### src/rtl/instruction_fetch.sv
// instruction_fetch: generates the instruction-memory byte address, captures
// the returned word with its PC into a small FIFO and hands the head entry to
// decode over valid/ready. Handles redirects, halt requests and address wrap
// inside the MEM_BYTES window.
// Optional feature macro: FETCH_PERF_CNT_EN adds perf_fetched / perf_stall.
module instruction_fetch #(
  parameter logic [31:0] RESET_PC  = 32'h0000_0000,
  parameter int          MEM_BYTES = 32,
  parameter int          BUF_DEPTH = 2
) (
  input  logic        clk,
  input  logic        reset,
  output logic [31:0] imem_pc,
  input  logic [31:0] imem_instr,
  input  logic        redirect_valid,
  input  logic [31:0] redirect_pc,
  input  logic        halt_req,
  output logic        out_valid,
  input  logic        out_ready,
  output logic [31:0] out_instr,
  output logic [31:0] out_pc,
  output logic        misalign_err
`ifdef FETCH_PERF_CNT_EN
  ,
  output logic [31:0] perf_fetched,
  output logic [31:0] perf_stall
`endif
);

  localparam int               PTR_W     = (BUF_DEPTH > 1) ? $clog2(BUF_DEPTH) : 1;
  localparam int               CNT_W     = PTR_W + 1;
  localparam logic [31:0]      ADDR_MASK = 32'(MEM_BYTES - 1);
  localparam logic [CNT_W-1:0] FULL_CNT  = CNT_W'(BUF_DEPTH);

  typedef enum logic [1:0] {
    WARMUP = 2'd0,
    RUN    = 2'd1,
    HALTED = 2'd2
  } state_t;

  state_t           r_state;
  logic [31:0]      r_pc;
  logic [63:0]      r_buf [BUF_DEPTH];
  logic [PTR_W-1:0] r_rdPtr;
  logic [PTR_W-1:0] r_wrPtr;
  logic [CNT_W-1:0] r_count;
  logic             r_misalign;

  logic             w_full;
  logic             w_pop;
  logic             w_push;
  logic [31:0]      w_pcInc;
  logic [31:0]      w_redirTarget;
  logic [63:0]      w_head;

  assign w_full        = (r_count == FULL_CNT);
  assign out_valid     = (r_count != '0);
  assign w_pop         = out_valid && out_ready;
  assign w_push        = (r_state == RUN) && !halt_req && !redirect_valid && (!w_full || w_pop);
  assign w_pcInc       = (r_pc + 32'd4) & ADDR_MASK;
  assign w_redirTarget = {redirect_pc[31:2], 2'b00} & ADDR_MASK;
  assign w_head        = r_buf[r_rdPtr];

  assign imem_pc      = r_pc;
  assign out_pc       = out_valid ? w_head[63:32] : 32'd0;
  assign out_instr    = out_valid ? w_head[31:0]  : 32'd0;
  assign misalign_err = r_misalign;

  // Control FSM: WARMUP holds one cycle, afterwards halt_req alone picks RUN or HALTED
  always_ff @(posedge clk or negedge reset) begin
    if (!reset) begin
      r_state <= WARMUP;
    end else begin
      r_state <= halt_req ? HALTED : RUN;
    end
  end

  // PC register: redirect wins, otherwise advance (with window wrap) only on a push
  always_ff @(posedge clk or negedge reset) begin
    if (!reset) begin
      r_pc <= RESET_PC;
    end else if (redirect_valid) begin
      r_pc <= w_redirTarget;
    end else if (w_push) begin
      r_pc <= w_pcInc;
    end
  end

  // Fetch FIFO: a redirect flushes it; a same-cycle pop is still delivered to decode
  always_ff @(posedge clk or negedge reset) begin
    if (!reset) begin
      for (int i = 0; i < BUF_DEPTH; i++) begin
        r_buf[i] <= '0;
      end
      r_rdPtr <= '0;
      r_wrPtr <= '0;
      r_count <= '0;
    end else if (redirect_valid) begin
      r_rdPtr <= '0;
      r_wrPtr <= '0;
      r_count <= '0;
    end else begin
      if (w_push) begin
        r_buf[r_wrPtr] <= {r_pc, imem_instr};
        r_wrPtr        <= r_wrPtr + PTR_W'(1);
      end
      if (w_pop) begin
        r_rdPtr <= r_rdPtr + PTR_W'(1);
      end
      case ({w_push, w_pop})
        2'b10:   r_count <= r_count + CNT_W'(1);
        2'b01:   r_count <= r_count - CNT_W'(1);
        default: r_count <= r_count;
      endcase
    end
  end

  // Misalignment flag: one-cycle pulse after a redirect whose target had low bits set
  always_ff @(posedge clk or negedge reset) begin
    if (!reset) begin
      r_misalign <= 1'b0;
    end else begin
      r_misalign <= redirect_valid && (redirect_pc[1:0] != 2'b00);
    end
  end

`ifdef FETCH_PERF_CNT_EN
  logic [31:0] r_perfFetched;
  logic [31:0] r_perfStall;

  assign perf_fetched = r_perfFetched;
  assign perf_stall   = r_perfStall;

  // Performance counters: pushes, and RUN cycles lost to a full buffer; redirects leave them alone
  always_ff @(posedge clk or negedge reset) begin
    if (!reset) begin
      r_perfFetched <= 32'd0;
      r_perfStall   <= 32'd0;
    end else begin
      if (w_push) begin
        r_perfFetched <= r_perfFetched + 32'd1;
      end
      if ((r_state == RUN) && w_full && !w_pop) begin
        r_perfStall <= r_perfStall + 32'd1;
      end
    end
  end
`endif

endmodule

### config.mk
export PLATFORM = sky130hd
export DESIGN_NAME = instruction_fetch
export DESIGN_NICKNAME = d
export VERILOG_FILES = /design/src/rtl/instruction_fetch.sv
export SDC_FILE = /design/constraint.sdc
export NUM_CORES = 1
export LEC_CHECK = 0
export BUFFER_PORTS_ARGS = -buffer_cell sky130_fd_sc_hd__clkbuf_2
export CORE_ASPECT_RATIO = 1.75
export CORE_MARGIN = 2
export CORE_UTILIZATION = 44
export CTS_CLUSTER_DIAMETER = 150
export DETAILED_ROUTE_END_ITERATION = 8
export GPL_ROUTABILITY_DRIVEN = 0
export PLACE_DENSITY = 0.77
export SYNTH_ARGS = -nofsm -noshare
export SYNTH_HDL_FRONTEND = slang
export SYNTH_SLANG_ARGS = --single-unit
### constraint.sdc
create_clock -name clk -period 2.15 [get_ports clk]
set_clock_uncertainty 0.05 [all_clocks]
set_input_delay 0.1075 -clock clk [delete_from_list [all_inputs] [get_ports clk]]
set_output_delay 0.1075 -clock clk [all_outputs]
set_load 0.05 [all_outputs]
==> reports/qor.txt <==
CP peak stage delay - 0.58 ns
min Tclk post-route - 2.07 ns
clock slew at reported path FFs - 0.05 ns
R2R Path End - r_buf[4]
top area cells in the synthesized netlist - dfrtp_1, mux2_2, buf_4
r2r setup slk - 0.19 ns
hold-critical path endpoint - imem_pc[4]
NumNets Final - 532
Ys Warns - 0
total grt overflow - 0
cell area after placement - 4500 um^2
hold_sp - redirect_pc[4]
status - finished clean
Seq cells post-synth - 80
Vert. Die Dim - 131 um
Worst setup startpoint - halt_req
commonest non-fill, non-tap cell in the layout - clkbuf_2
CORE AREA - 9040 um^2
Post-CTS Setup Bufs - 0
maximum clock rate - 483 MHz
Crit Path Max Fanout - 19
commonest cells after routing, fill and taps aside - clkbuf_2, dfrtp_1, mux2_2, conb_1, nor2_1
final setup vio count - 0
post-DP HPWL - 5.40 mm
Starting Density - 0.451
Post-DRT Antenna Nets - 0
Post-Syn Area - 4080 um^2
R2R Path Start - r_count[1]
unrepaired setup endpoints after global routing - no
I/O pin cnt - 167
diodes inserted - 0
critical path depth in cells - 6
Filler cells - 730
final instance area - 5200 um^2
Die W - 76.8 um
WP data required - 2.31 ns
power density over cell area - 839 nW/um^2
largest area contributor in the netlist - dfrtp_1
sequential fraction of the synthesis area - 0.491
prevailing post-synth register cell - dfrtp_1
VDD IR max - 0.597 mV
H-Tree Depth - 3
Detailed Route WL - 8.20 mm
multi-input logic area - 1760 um^2
register area - 2000 um^2
port buffer count - 81
Setup crit start kind - primary input
Area Overhead vs Synth - 27.4%
num rows - 46
die area - 10100 um^2
max cap viols - 0
HP Class - in2reg
CTS tree - yes
antenna violations before repair - 0
Post-synth ARST share - 1.00
vias in the first global route - 2810
drt first pass iters - 4
first-pass GRT wire length - 13.4 mm
Yosys top cell area share - 0.491
Final period util - 0.962
Unique masters post-synth - 36
r2r worst-path depth - 4
Hold Crit Depth - 3
largest net degree at the start of global routing - 54
via count - 2772
largest delay contributor family on the critical path - buffers and inverters
CTS sink cnt - 80
CTS root buf - clkbuf_16
initial drt markers - 85
crit path cell chain - dlygate4sd3_1 > clkbuf_2 > or4b_1 > nor3_4 > buf_12 > mux2_2
Leakage - 2.53 nW
total track usage - 0.170
TritonCTS Buffers - 9
worst skew pair latency - 0.33 ns
Critical-path top delay cell - or4b_1
sum of negative setup slack - 0 ns
Clock Path Buffers - 2
via/cell ratio - 4.72
crit path DAT - 2.23 ns
Avg WL per Cell - 14.0 um
Critical Path End Type - flop
syn_area_per_cell - 12.1 um^2
Buffers & Inverters on Critical Path - 3
Final Hold Viols - 0
Mapped Cells - 337
EDFF count, synth - 0
DRC viols - 0
ratio of cells with drive above 1 in the final layout - 0.396
Worst Path Class, Setup - in2reg
Max Slew Vio Count - 0
[state kept, by name (all words and copies together) (netlist names)]
name and flops:
r_count 2, r_rdPtr 1, r_state 2, r_wrPtr 1
imem_pc 3, r_buf 70, misalign_err 1
[per-layer routing]
metal / share of wire / track usage / wire length [um]
met1: 0.37 / 0.170 / 3010
met2: 0.57 / 0.327 / 4700
met3: 0.039 / 0.0323 / 317
met4: 0.021 / 0.0848 / 175
met5: 0 / 0 / 0
[area by class of cell]
cell class | instances | area share
repair buffers | 132 | 0.182
multi-input cells | 235 | 0.339
well taps | 120 | 0.0289
clock inverters | 2 | 0.00674
inverters | 4 | 0.00289
clock buffers | 14 | 0.0546
flip-flops and latches | 80 | 0.385
[timing repair]
item,in CTS,in global routing
resized for setup,0,0
hold endpoints to repair,96,0
hold buffers,38,0
[worst register-to-register path, stage by stage, from the launching register on]
cell     delay, ns
dfrtp_1       0.52
or3b_2        0.54
nand3_2       0.13
buf_12        0.22
mux2_2        0.38
[worst max path at each step]
stage	to	slack (ns)
after floorplan	out_instr[20]	0.05
after global placement	r_buf[85]	0.22
after detailed placement	r_buf[95]	0.20
after CTS	r_buf[95]	0.09
after global routing	r_buf[87]	0.02
final	r_buf[87]	0.08
[report_power, final]
group | internal (mW) | switching (mW) | total (mW)
Sequential | 1.77 | 0.134 | 1.90
Clock | 1.02 | 0.561 | 1.59
Combinational | 0.359 | 0.516 | 0.875
[cell usage after synthesis (2+ instances only)]
library cell  number
nand3_1            2
o21ai_0            2
a31oi_1            2
nand2_1            2
mux2i_1           36
buf_2              4
buf_6              3
mux2_2            69
nor2_1            43
clkbuf_1           9
buf_4             58
inv_1              4
dfrtp_1           80
[cell families (layout without fill, tap and decap cells)]
logic type	Yosys count	count (layout)	synth area share
fa+ha+maj	1	1	0.00307
mux	106	106	0.282
simple gates	55	55	0.0626
flops	80	80	0.491
other cells	1	58	0.000919
compound gates	13	13	0.0239
xor+xnor	2	2	0.00430
buf+inv	79	152	0.133
[through the flow]
stage	hold slack, ns	power [mW]	setup WS (ns)	instances	util
2_1_floorplan	-0.238	2.62	0.0543	394	-
3_3_place_gp	-0.00518	2.69	0.222	533	0.498
3_5_place_dp	0.00596	2.75	0.196	533	0.498
4_1_cts	0.0273	4.40	0.0906	587	0.575
5_1_grt	0.0573	4.55	0.0187	587	0.575
6_report	0.0318	4.36	0.0809	587	0.575
(Power assumes the default switching activity.)
